### config.mk
export PLATFORM = sky130hd
export DESIGN_NAME = vga_fb_arbiter
export DESIGN_NICKNAME = d
export VERILOG_FILES = /design/src/rtl/vga_fb_arbiter.sv
export SDC_FILE = /design/constraint.sdc
export NUM_CORES = 1
export LEC_CHECK = 0
export CORE_UTILIZATION = 41
export CTS_CLUSTER_DIAMETER = 120
export DETAILED_ROUTE_END_ITERATION = 6
export HOLD_SLACK_MARGIN = 0.15
export PLACE_DENSITY = 0.73
export SKIP_LAST_GASP = 1
export SLEW_MARGIN = 20
export SYNTH_ARGS = -nofsm -noshare
export SYNTH_HDL_FRONTEND = slang
export SYNTH_SLANG_ARGS = --single-unit
export TNS_END_PERCENT = 50
### constraint.sdc
create_clock -name vga_pclk -period 3.5 [get_ports vga_pclk]
set_clock_uncertainty 0.2 [all_clocks]
set_input_delay 1.05 -clock vga_pclk [delete_from_list [all_inputs] [get_ports vga_pclk]]
set_output_delay 1.05 -clock vga_pclk [all_outputs]
set_load 0.005 [all_outputs]
### src/rtl/vga_fb_arbiter.sv
// Frame-buffer arbiter: display scan-out owns the single-port RAM during active video,
// host writes are queued in a small FIFO and drained during blanking.
module vga_fb_arbiter #(
   parameter int HD       = 640,
   parameter int VD       = 480,
   parameter int AW       = 19,
   parameter int DW       = 12,
   parameter int WR_DEPTH = 4
) (
   input  logic          vga_pclk,
   input  logic          vga_rst,
   input  logic          vga_valid,
   input  logic [10:0]   vga_v_cnt,
   input  logic          host_wr_valid,
   output logic          host_wr_ready,
   input  logic [AW-1:0] host_wr_addr,
   input  logic [DW-1:0] host_wr_data,
   output logic          mem_en,
   output logic          mem_we,
   output logic [AW-1:0] mem_addr,
   output logic [DW-1:0] mem_wdata,
   input  logic [DW-1:0] mem_rdata,
   output logic          pix_valid,
   output logic [DW-1:0] pix_data,
   output logic          wr_overflow,
   output logic          frame_start
);

   localparam int PW = (WR_DEPTH > 1) ? $clog2(WR_DEPTH) : 1;
   localparam int CW = PW + 1;
   localparam logic [AW-1:0] LAST_ADDR = AW'(HD * VD - 1);
   localparam logic [10:0]   VD_LINE   = 11'(VD);
   localparam logic [CW-1:0] FULL_CNT  = CW'(WR_DEPTH);

   logic [AW-1:0]    rd_addr_q, rd_addr_d;
   logic [PW-1:0]    wr_ptr_q, wr_ptr_d;
   logic [PW-1:0]    rd_ptr_q, rd_ptr_d;
   logic [CW-1:0]    cnt_q, cnt_d;
   logic             ovf_q, ovf_d;
   logic             fs_q, fs_d;
   logic             vld_p0_q, vld_p0_d;
   logic             pix_valid_q, pix_valid_d;
   logic [DW-1:0]    pix_data_q, pix_data_d;
   logic [AW+DW-1:0] fifo_mem_q [WR_DEPTH];

   logic vblank, fifo_empty, push, pop;

   assign vblank        = (vga_v_cnt >= VD_LINE);
   assign fifo_empty    = (cnt_q == '0);
   assign host_wr_ready = (cnt_q != FULL_CNT);
   assign push          = host_wr_valid && host_wr_ready;
   assign pop           = !vga_valid && !fifo_empty;

   // Memory port: display read wins whenever vga_valid is high.
   always_comb begin
      mem_en    = 1'b0;
      mem_we    = 1'b0;
      mem_addr  = '0;
      mem_wdata = '0;
      if (vga_valid) begin
         mem_en   = 1'b1;
         mem_addr = rd_addr_q;
      end else if (!fifo_empty) begin
         mem_en                = 1'b1;
         mem_we                = 1'b1;
         {mem_addr, mem_wdata} = fifo_mem_q[rd_ptr_q];
      end
   end

   always_comb begin
      rd_addr_d = rd_addr_q;
      if (vblank) begin
         rd_addr_d = '0;
      end else if (vga_valid && (rd_addr_q != LAST_ADDR)) begin
         rd_addr_d = rd_addr_q + AW'(1);
      end
      fs_d = vblank && (rd_addr_q != '0);

      wr_ptr_d = push ? wr_ptr_q + PW'(1) : wr_ptr_q;
      rd_ptr_d = pop  ? rd_ptr_q + PW'(1) : rd_ptr_q;
      cnt_d    = cnt_q + CW'(push) - CW'(pop);
      ovf_d    = ovf_q || (host_wr_valid && !host_wr_ready);

      vld_p0_d    = vga_valid;
      pix_valid_d = vld_p0_q;
      pix_data_d  = vld_p0_q ? mem_rdata : '0;
   end

   always_ff @(posedge vga_pclk or negedge vga_rst) begin
      if (!vga_rst) begin
         rd_addr_q   <= '0;
         wr_ptr_q    <= '0;
         rd_ptr_q    <= '0;
         cnt_q       <= '0;
         ovf_q       <= 1'b0;
         fs_q        <= 1'b0;
         vld_p0_q    <= 1'b0;
         pix_valid_q <= 1'b0;
         pix_data_q  <= '0;
      end else begin
         rd_addr_q   <= rd_addr_d;
         wr_ptr_q    <= wr_ptr_d;
         rd_ptr_q    <= rd_ptr_d;
         cnt_q       <= cnt_d;
         ovf_q       <= ovf_d;
         fs_q        <= fs_d;
         vld_p0_q    <= vld_p0_d;
         pix_valid_q <= pix_valid_d;
         pix_data_q  <= pix_data_d;
      end
   end

   // FIFO storage is only observable through cnt_q, so it needs no reset.
   always_ff @(posedge vga_pclk) begin
      if (push) begin
         fifo_mem_q[wr_ptr_q] <= {host_wr_addr, host_wr_data};
      end
   end

   assign pix_valid   = pix_valid_q;
   assign pix_data    = pix_data_q;
   assign wr_overflow = ovf_q;
   assign frame_start = fs_q;

endmodule

# Word level (Yosys, flattened, before mapping)
# Memory sizes are Yosys's and may differ from the RTL's.
# Cells that the tools add are included.
dict set report classes {
  n_mux 12
  n_eq_ne 2
  n_reduce_logical 12
  n_addsub 5
  n_lt_le_gt_ge 1
}
# op n
set ops {}
lappend ops {{19-bit two-way mux} 4}
lappend ops {{12-bit two-way mux} 3}
lappend ops {{19-bit by 1-bit adder with 19-bit output, second input constant} 1}
lappend ops {{19-bit != test, second input constant} 1}
lappend ops {{19-bit nonzero test} 1}
lappend ops {{11-bit by 9-bit greater-or-equal comparator with 1-bit output, second input constant} 1}
lappend ops {{1-bit logical AND} 5}
lappend ops {{1-bit two-way mux} 5}
lappend ops {{2-bit by 1-bit adder with 2-bit output, second input constant} 2}
lappend ops {{3-bit by 1-bit adder with 3-bit output} 1}
lappend ops {{1-bit logical NOT} 3}
lappend ops {{3-bit logical NOT} 1}
lappend ops {{3-bit != test, second input constant} 1}
lappend ops {{3-bit by 1-bit subtractor with 3-bit output} 1}
lappend ops {{2-bit nonzero test} 1}
lappend ops {{1-bit logical OR} 1}
dict set report word_totals {
  ff_bits 42
  memories 1
  ram_bits 124
  inputBits 58
  output_inout_bits 49
  word_cells 42
}
# memory depth width read_ports rd_ports_with_merged_regs wr line
set mem_list {}
lappend mem_list {fifo_mem_q 4 31 1 0 1 44} ;# logic [AW+DW-1:0] fifo_mem_q [WR_DEPTH];

# Logic depth before layout (Yosys ltp)
# Gate-level depths: netlist of run 1.
dict set report depth {
  depth_word 4
  ltp_mapped 10
  depth_no_buf 10
}

# Worst setup path after synthesis of run 1
# Ideal clock, no wire load.
dict set report synth_timing {
  path_type {input port to flip-flop}
  start {input vga_valid}
  end {register cnt_q[2]}
  n_path_buf 2
  arrival_ns 2.887
  setup_time_ns 0.080
  setup_slack_ns 0.333
  cell_stages 10
  required_time_ns 3.220
  path_cell_list {buf_6 nor2_1 clkbuf_1 ha_1 inv_1 ha_1 inv_1 fa_1 xnor2_1 xnor2_1}
}
dict set report synth_via {
  elab_chain_cells 3
}
# element line
set synth_lines {}
lappend synth_lines {{start, declared} 12} ;# input logic vga_valid,
lappend synth_lines {{1-bit logical NOT} 52} ;# assign pop = !vga_valid && !fifo_empty;
lappend synth_lines {{1-bit logical AND} 52}
lappend synth_lines {{3-bit by 1-bit subtractor with 3-bit output} 81} ;# cnt_d = cnt_q + CW'(push) - CW'(pop);
lappend synth_lines {{via cnt_d[2]} 38} ;# logic [CW-1:0] cnt_q, cnt_d;
lappend synth_lines {{end signal, assigned} 104} ;# cnt_q <= cnt_d;
lappend synth_lines {{end, declared} 38}
# The timed path passes the listed nets, and every way through them passes these cells.
# A chain may end at the register's enable or synchronous reset.

# Final worst setup path of run 1
dict set report layout_timing {
  start {input vga_valid}
  end {output mem_addr[0]}
}
dict set report layout_via {
  elab_chain_cells 1
}
# element line
set layout_lines {}
lappend layout_lines {{19-bit two-way mux} 60} ;# if (vga_valid) begin
lappend layout_lines {{end, declared} 20} ;# output logic [AW-1:0] mem_addr,
# Every way passes these cells.

==> results.py, run 1 <==
metrics = {
    "clock_network": {
        "clockBufferDepth": 2,
        "numCtsBuffers": 17,
        "cts_hold_buf": 0,
        "cts_sinks": 166,
        "cts_tree": "yes",
        "clockRootBuffer": "clkbuf_16",
        "ctsHtreeMaxLevel": 4,
        "clkTransAtPathRegs_ns": 0.06,
        "clk_latency_ns": 0.42,
    },
    "floorplanning": {
        "dieWidth_um": 131,
        "initial_core_util_pct": 42.3,
        "row_count": 46,
        "dieArea_sq_um": 17000,
        "die_y_um": 131,
        "ios": 107,
        "core_sq_um": 16000,
    },
    "place": {
        "hpwlAfterDp_um": 8700,
        "dpl_cell_area_sq_um": 8130,
        "gp_congestion": 0.870,
        "io_buffers": 101,
        "dpl.cell_count": 708,
        "preCtsSetupSlack_ns": -0.459,
    },
    "synth": {
        "syn_inst": 393,
        "synth_ff_type": "edfxtp_1",
        "syn-num-nets": 460,
        "netlist_area_sq_um": 6770,
        "synth.largest_area_cell": "edfxtp_1",
        "synth.yosys.seq_area_share_pct": 70.5,
        "ys_top_cells_by_area": "edfxtp_1 55%, dfrtp_1 16%, mux4_2 10%",
        "synth_edf_count": 124,
        "yosysWarnings": 0,
        "synth_top_cells_by_count": "124 x edfxtp_1, 42 x dfrtp_1, 31 x mux4_2",
        "synth_most_common_cell": "edfxtp_1",
        "syn_area_per_cell_sq_um": 17.2,
        "synthDistinctLibCells": 41,
        "synth-seq-cells": 166,
        "async_flop_share_pct": 25.3,
        "yosysTopAreaCellShare_pct": 55.0,
    },
    "sta": {
        "worstMarginPinSlew_ns": 0.941,
        "setup_violations": 15,
        "drv_slew": 0,
        "post-route-period-util_pct": 102,
        "fin_crit_ns": 3.57,
        "clock.fmax_mhz": 280,
        "finalHoldViolCount": 0,
        "setup_ws_ns": -0.0730,
        "rsz0062_at_grt": "true",
        "relSlewSlack_pct": 37.3,
    },
    "grt": {
        "globalRouteOverflowTotal": 0,
        "grt_usage_pct": 17.5,
        "grt_max_degree": 43,
        "antenna_found_initial": 0,
        "grt_pass1_vias": 4145,
        "grt_pass1_wl_um": 21800,
    },
    "run": {
        "maxCapViolCount": 0,
    },
    "setup_path": {
        "end_kind": "primary output",
        "cp_max_fo": 8,
        "r2r_end": "cnt_q[2]",
        "r2r_start": "cnt_q[2]",
        "reg2reg_depth": 12,
        "required_ns": 2.25,
        "criticalPathCategory": "in -> out",
        "rrSetupSlack_ns": 0.72,
        "worst_ep_arrival_time_ns": 2.32,
        "startpoint_type": "primary input",
    },
    "layout": {
        "layout-drive-gt1-share_pct": 20.0,
        "design_area_sq_um": 8890,
        "syn_to_final_growth_pct": 31.2,
        "nets": 589,
        "fin_util_pct": 55.5,
        "antenna_cells": 0,
        "fin_cells": 751,
    },
    "drt": {
        "first_pass_iters": 4,
        "wl_um": 13800,
        "vias": 3924,
        "drcViolationCount": 0,
        "wl_per_cell_um": 18.4,
        "vias_per_cell": 5.23,
        "ant_nets": 0,
        "first_iter_violations": 178,
    },
    "power_and_ir_drop": {
        "peakVddDrop_uv": 426,
        "power.leakage_nw": 3.23,
        "p_per_area_nw_per_um2": 720,
    },
    "hold_path": {
        "holdPathStages": 1,
        "min_to": "wr_overflow",
        "hold_start": "wr_overflow",
        "hold_class": "reg -> reg",
    },
    "outcome": {
        "violations": "negative setup slack",
        "outcome": "finished, violations left",
    },
}
-- cells by family after synthesis --
family	count (synthesis)	share of synthesized area, %
AND/OR/NAND/NOR	105	9.02
AO/OA/AOI/OAI	35	3.82
multiplexers	32	10.5
buffers and inverters	28	2.07
XOR/XNOR	18	2.33
adder cells (fa/ha/maj)	9	1.77
flip-flops	166	70.5
-- worst max-delay path by stage --
| stage | from | endpoint | slack (ns) | depth (start not counted) |
|---|---|---|---|---|
| 6_report | vga_valid | mem_addr[0] | -0.07 | 6 |
| 3_5_place_dp | vga_valid | mem_wdata[8] | -0.46 | 5 |
| 5_1_grt | rd_ptr_q[0] | mem_addr[5] | -0.12 | 4 |
| 4_1_cts | rd_ptr_q[0] | mem_addr[5] | -0.08 | 4 |
| 3_3_place_gp | vga_valid | mem_addr[6] | -0.44 | 6 |
| 2_1_floorplan | vga_valid | cnt_q[2] | 0.33 | 10 |
-- placed cells by master, fill, tap and decap left out, drive strengths merged, types with 2 or more instances in the layout --
cell type / netlist / layout
edfxtp: 124 / 124
clkdlybuf4s50: 0 / 92
dfrtp: 42 / 42
mux4: 31 / 31
buf: 11 / 29
and2: 24 / 24
nand2: 21 / 21
nor2: 18 / 18
clkbuf: 8 / 17
a22o: 16 / 16
xor2: 12 / 12
inv: 9 / 12
nand4: 10 / 10
ha: 8 / 8
o21ai: 7 / 7
clkinv: 0 / 7
xnor2: 6 / 6
dlygate4sd2: 0 / 6
and3: 6 / 6
a21oi: 5 / 5
nor3: 5 / 5
nand3: 5 / 5
or4: 4 / 4
nor4: 4 / 4
and4: 4 / 4
bufinv: 0 / 3
o31ai: 2 / 2
or3: 2 / 2
clkinvlp: 0 / 2
-- critical path: stages --
cell and delay (ns):
buf_2 0.14, nor2_4 0.14, buf_4 0.16, buf_12 0.12
a22o_1 0.18, clkdlybuf4s50_1 0.53
-- power breakdown --
part | switching [mW] | leakage, nW | internal, mW
Combinational | 0.813 | 1.26 | 1.07
Sequential | 0.122 | 1.68 | 2.50
Clock | 0.757 | 0.291 | 1.12
-- layout make-up --
type,instances,area (sq um)
Clock buffer,17,425
Clock inverter,15,176
Fill cell,1266,7110
Inverter,9,33.8
Multi-Input combinational cell,199,1870
Sequential cell,166,4780
Tap cell,216,270
Timing Repair Buffer,129,1330
-- layer usage --
layer,GRT usage [%],vias up,share of wire (%)
li1,-,1795,-
met1,21.9,1978,43
met2,29.2,132,50
met3,4.44,19,6.2
met4,6.76,0,1.7
met5,0,-,0
-- registers in the layout (all words and copies together) (netlist names) --
| signal | count |
|---|---|
| rd_ptr_q | 2 |
| cnt_q | 3 |
| pix_valid_d | 1 |
| fifo_mem_q | 124 |
| pix_data | 12 |
| pix_valid | 1 |
| wr_ptr_q | 2 |
| rd_addr_q | 19 |
| frame_start | 1 |
| wr_overflow | 1 |
-- stage by stage --
stage / hold WS (ns) / setup TNS, ns / power (mW)
finish: 0.276 / -0.377 / 6.40
global route: 0.291 / -1.51 / 6.69
CTS: 0.283 / -0.756 / 6.43
detailed placement: 0.268 / -11.52 / 4.47
global placement: 0.263 / -11.46 / 4.42
floorplan: 0.177 / 0 / 3.62
-- timing repair --
action,CTS,global route
setup buffers,5,4
endpoints found under the setup margin,33,26
pin swaps,1,0
cloned,2,0
resized for setup,17,1
Power figures use the tool's default switching activity.
==> run 2, diff against run 1 <==
--- a/config.mk
+++ b/config.mk
@@ -5,11 +5,11 @@
 export SDC_FILE = /design/constraint.sdc
 export NUM_CORES = 1
 export LEC_CHECK = 0
-export CORE_UTILIZATION = 41
+export CORE_UTILIZATION = 40
 export CTS_CLUSTER_DIAMETER = 120
 export DETAILED_ROUTE_END_ITERATION = 6
 export HOLD_SLACK_MARGIN = 0.15
-export PLACE_DENSITY = 0.73
+export PLACE_DENSITY = 0.71
 export SKIP_LAST_GASP = 1
 export SLEW_MARGIN = 20
 export SYNTH_ARGS = -nofsm -noshare
==> constraint.sdc (replaced) <==
create_clock -name vga_pclk -period 3.5 [get_ports vga_pclk]
set_clock_uncertainty 0.2 [all_clocks]
set_input_delay 1.05 -clock vga_pclk [delete_from_list [all_inputs] [get_ports vga_pclk]]
set_output_delay 1.05 -clock vga_pclk [all_outputs]
set_load 0.05 [all_outputs]
==> results.py, run 2 (synthesized netlist as in run 1, its figures left out) <==
metrics = {
    "clock_network": {
        "clk_latency_ns": 0.42,
        "clkTransAtPathRegs_ns": 0.07,
        "numCtsBuffers": 17,
        "clockBufferDepth": 2,
        "cts_setup_buffers": 0,
        "cts_hold_buf": 0,
        "ctsHtreeMaxLevel": 4,
        "clockRootBuffer": "clkbuf_16",
        "cts_sinks": 166,
        "cts_tree": "yes",
    },
    "layout": {
        "layout-drive-gt1-share_pct": 25.4,
        "multi_input_area_sq_um": 1880,
        "design_area_sq_um": 9060,
        "final-seq-area_sq_um": 4780,
        "fin_cells": 744,
        "fin_util_pct": 54.6,
        "top_register": "fifo_mem_q",
        "largest_register_ffs": 124,
        "nets": 578,
        "final_common_cell": "edfxtp_1",
        "antenna_cells": 0,
        "fill_cells": 1327,
        "layout_common_cells": "124 x edfxtp_1, 66 x clkdlybuf4s50_1, 41 x dfrtp_1",
        "syn_to_final_growth_pct": 33.8,
    },
    "setup_path": {
        "r2r_end": "cnt_q[2]",
        "crit_family": "multiplexers",
        "reg2reg_depth": 10,
        "crit_path_max_incr_delay_ns": 0.60,
        "required_ns": 2.25,
        "rrSetupSlack_ns": 0.83,
        "critPathBufInv": 2,
        "cp_max_fo": 20,
        "startpoint_type": "register",
        "criticalPathCategory": "reg -> out",
        "worst_ep_arrival_time_ns": 2.10,
        "path_cells": "buf_6, mux4_2, a22o_1, buf_12",
        "r2r_start": "cnt_q[1]",
        "cpMaxStageDelayCell": "mux4_2",
        "end_kind": "primary output",
    },
    "sta": {
        "setup_violations": 0,
        "setup_ws_ns": 0.149,
        "fin_crit_ns": 3.35,
        "relSlewSlack_pct": 65.3,
        "rsz0062_at_grt": "false",
        "clock.fmax_mhz": 298,
        "worstMarginPinSlew_ns": 0.515,
        "finalHoldViolCount": 0,
        "post-route-period-util_pct": 95.7,
        "drv_slew": 0,
    },
    "hold_path": {
        "min_to": "wr_overflow",
        "holdPathStages": 1,
        "hold_class": "reg -> reg",
        "hold_start": "wr_overflow",
    },
    "run": {
        "maxCapViolCount": 0,
    },
    "drt": {
        "vias_per_cell": 5.21,
        "first_pass_iters": 4,
        "wl_per_cell_um": 18.5,
        "wl_um": 13800,
        "drcViolationCount": 0,
        "first_iter_violations": 245,
        "vias": 3877,
        "ant_nets": 0,
    },
    "outcome": {
        "outcome": "finished clean",
    },
    "floorplanning": {
        "initial_core_util_pct": 40.8,
        "row_count": 47,
        "ios": 107,
        "dieArea_sq_um": 17500,
        "dieWidth_um": 132,
        "core_sq_um": 16600,
        "die_y_um": 132,
    },
    "place": {
        "dpl_cell_area_sq_um": 8480,
        "io_buffers": 101,
        "hpwlAfterDp_um": 9450,
        "gp_congestion": 0.866,
        "dpl.cell_count": 712,
        "preCtsSetupSlack_ns": -0.120,
    },
    "power_and_ir_drop": {
        "peakVddDrop_uv": 488,
        "power.leakage_nw": 3.27,
        "p_per_area_nw_per_um2": 788,
        "power_mw": 7.14,
    },
    "grt": {
        "antenna_found_initial": 0,
        "grt_pass1_vias": 4171,
        "globalRouteOverflowTotal": 0,
        "grt_pass1_wl_um": 22300,
        "grt_usage_pct": 17.0,
        "grt_max_degree": 24,
    },
}
## run 2: final cells by class
| class | count | share of cell area (%) |
|---|---|---|
| flip-flops and latches | 166 | 52.7 |
| clock inverters | 15 | 1.52 |
| well taps | 220 | 3.04 |
| inverters | 9 | 0.373 |
| repair buffers | 118 | 17.0 |
| clock buffers | 17 | 4.69 |
| multi-input cells | 199 | 20.7 |
## run 2: how the worst max path moves through the flow
| stage | slack, ns | startpoint | cells past startpoint | to |
|---|---|---|---|---|
| 6_report | 0.15 | rd_ptr_q[0] | 4 | mem_addr[0] |
| 5_1_grt | 0.06 | rd_ptr_q[0] | 4 | mem_addr[0] |
| 4_1_cts | 0.02 | rd_ptr_q[0] | 4 | mem_addr[0] |
| 3_5_place_dp | -0.12 | vga_valid | 5 | mem_wdata[11] |
| 3_3_place_gp | -0.12 | vga_valid | 5 | mem_addr[12] |
| 2_1_floorplan | -0.08 | vga_valid | 4 | mem_wdata[9] |
## run 2: per-layer routing
metal / wire, um / up-vias / track usage [%]
met3: 859 / 22 / 4.65
li1: - / 1765 / -
met5: 0 / - / 0
met4: 234 / 0 / 6.52
met2: 7250 / 130 / 29.2
met1: 5430 / 1960 / 20.4
## run 2: where the power goes
group          internal [mW]  switching, mW
clock                  0.940          0.804
sequential              2.50          0.109
combinational           1.31           1.47
## run 2: what timing repair did
| item | 4_1_cts | 5_1_grt |
|---|---|---|
| gates resized for setup | 5 | 1 |
| cloned | 0 | 0 |
| pin swaps | 1 | 0 |
| setup endpoints to repair | 31 | 3 |
## run 2: through the flow
| stage | hold WS, ns | setup TNS, ns |
|---|---|---|
| CTS | 0.279 | 0 |
| global placement | 0.264 | -2.50 |
| detailed placement | 0.264 | -2.67 |
| finish | 0.277 | 0 |
| floorplan | 0.177 | -0.146 |
| global route | 0.321 | 0 |
==> run 3, diff against run 2 <==
--- a/config.mk
+++ b/config.mk
@@ -11,7 +11,6 @@
 export HOLD_SLACK_MARGIN = 0.15
 export PLACE_DENSITY = 0.71
 export SKIP_LAST_GASP = 1
-export SLEW_MARGIN = 20
 export SYNTH_ARGS = -nofsm -noshare
 export SYNTH_HDL_FRONTEND = slang
 export SYNTH_SLANG_ARGS = --single-unit
==> constraint.sdc (replaced) <==
create_clock -name vga_pclk -period 3.68 [get_ports vga_pclk]
set_clock_uncertainty 0.2 [all_clocks]
set_input_delay 1.104 -clock vga_pclk [delete_from_list [all_inputs] [get_ports vga_pclk]]
set_output_delay 1.104 -clock vga_pclk [all_outputs]
set_load 0.05 [all_outputs]
==> results.py, run 3 (synthesized netlist as in run 1, its figures left out) <==
metrics = {
    "setup_path": {
        "end_kind": "primary output",
        "crit_family": "multiplexers",
        "cpMostUsedCell": "buf_12",
        "cpMaxStageDelayCell": "mux4_2",
        "path_cells": "buf_12, mux4_2, a22o_1, buf_12",
        "crit_path_max_incr_delay_ns": 0.57,
        "worst_ep_arrival_time_ns": 2.07,
        "critPathBufInv": 2,
        "cp_max_fo": 33,
        "criticalPathCategory": "reg -> out",
        "required_ns": 2.38,
        "startpoint_type": "register",
    },
    "floorplanning": {
        "die_y_um": 132,
        "initial_core_util_pct": 40.8,
        "row_count": 47,
        "ios": 107,
        "dieArea_sq_um": 17500,
        "dieWidth_um": 132,
        "core_sq_um": 16600,
    },
    "drt": {
        "wl_um": 13300,
        "vias": 3834,
        "drcViolationCount": 0,
        "first_iter_violations": 287,
        "first_pass_iters": 4,
        "wl_per_cell_um": 17.9,
        "ant_nets": 0,
        "vias_per_cell": 5.18,
    },
    "sta": {
        "setup_violations": 0,
        "post-route-period-util_pct": 91.8,
        "finalHoldViolCount": 0,
        "fin_crit_ns": 3.38,
        "clock.fmax_mhz": 296,
        "relSlewSlack_pct": 37.9,
        "hold_ws_ns": 0.279,
        "worstMarginPinSlew_ns": 0.932,
        "rsz0062_at_grt": "false",
        "drv_slew": 0,
    },
    "power_and_ir_drop": {
        "p_per_area_nw_per_um2": 765,
        "peakVddDrop_uv": 503,
        "power.leakage_nw": 3.28,
    },
    "layout": {
        "layout-drive-gt1-share_pct": 23.8,
        "final_common_cell": "edfxtp_1",
        "layout_common_cells": "124 x edfxtp_1, 66 x clkdlybuf4s50_1, 41 x dfrtp_1",
        "largest_register_ffs": 124,
        "nets": 574,
        "top_register": "fifo_mem_q",
        "syn_to_final_growth_pct": 33.6,
        "antenna_cells": 0,
        "fin_cells": 740,
    },
    "clock_network": {
        "clockBufferDepth": 2,
        "cts_setup_buffers": 0,
        "cts_hold_buf": 0,
        "clockRootBuffer": "clkbuf_16",
        "ctsHtreeMaxLevel": 4,
        "clk_latency_ns": 0.42,
        "clkTransAtPathRegs_ns": 0.06,
        "cts_sinks": 166,
        "cts_tree": "yes",
        "numCtsBuffers": 17,
    },
    "place": {
        "hpwlAfterDp_um": 8410,
        "io_buffers": 101,
        "dpl.cell_count": 707,
        "gp_congestion": 0.811,
    },
    "grt": {
        "grt_pass1_vias": 4095,
        "grt_pass1_wl_um": 21400,
        "grt_max_degree": 43,
        "globalRouteOverflowTotal": 0,
        "grt_usage_pct": 16.4,
        "antenna_found_initial": 0,
    },
    "outcome": {
        "outcome": "finished clean",
    },
    "run": {
        "maxCapViolCount": 0,
    },
    "hold_path": {
        "hold_class": "reg -> reg",
    },
}
run 3: stage by stage:
| step | total power, mW | cell area [sq um] | worst slack, ns | utilization (%) | TNS, ns |
|---|---|---|---|---|---|
| after floorplan | 4.01 | 6780 | -0.00721 | - | -0.0144 |
| after global placement | 5.10 | 8390 | -0.00776 | 50.6 | -0.0121 |
| after detailed placement | 5.15 | 8390 | -0.0173 | 50.6 | -0.0335 |
| after CTS | 7.00 | 9010 | -0.0281 | 54.4 | -0.145 |
| after global routing | 7.21 | 9040 | 0.197 | 54.5 | 0 |
| final | 6.92 | 9040 | 0.303 | 54.5 | 0 |
run 3: power breakdown:
group | internal, mW | switching [mW] | leakage, nW
Sequential | 2.38 | 0.0955 | 1.68
Clock | 1.09 | 0.750 | 0.301
Combinational | 1.21 | 1.39 | 1.30
Total | 4.68 | 2.24 | 3.28
run 3: worst paths after layout:
path                        startpoint      endpoint  slack, ns  depth (start not counted)
max in group asynchronous      vga_rst   rd_ptr_q[0]       2.01                          1
hold reg to reg            wr_overflow   wr_overflow       0.28                          1
min in group asynchronous      vga_rst  rd_addr_q[3]       0.62                          1
hold / removal             wr_overflow   wr_overflow       0.28                          1
setup / recovery           rd_ptr_q[0]   mem_addr[1]       0.30                          4
setup reg to reg              cnt_q[1]      cnt_q[2]       1.01                         10
run 3: final cells by class:
class,count,area (sq um)
Tap cell,220,275
Timing Repair Buffer,114,1460
Clock inverter,14,189
Fill cell,1295,7540
Clock buffer,18,429
Multi-Input combinational cell,199,1880
Sequential cell,166,4780
Inverter,9,33.8
run 3: metal layers:
layer | wire (um) | global-route usage (%)
met5 | 0 | 0
met4 | 109 | 5.75
met3 | 757 | 5.54
met2 | 6640 | 26.7
met1 | 5770 | 20.4
run 3: timing repair:
item / 4_1_cts / 5_1_grt
cloned: 0 / 1
endpoints found under the setup margin: 14 / 30
gates resized for setup: 1 / 8
pin swaps: 0 / 1
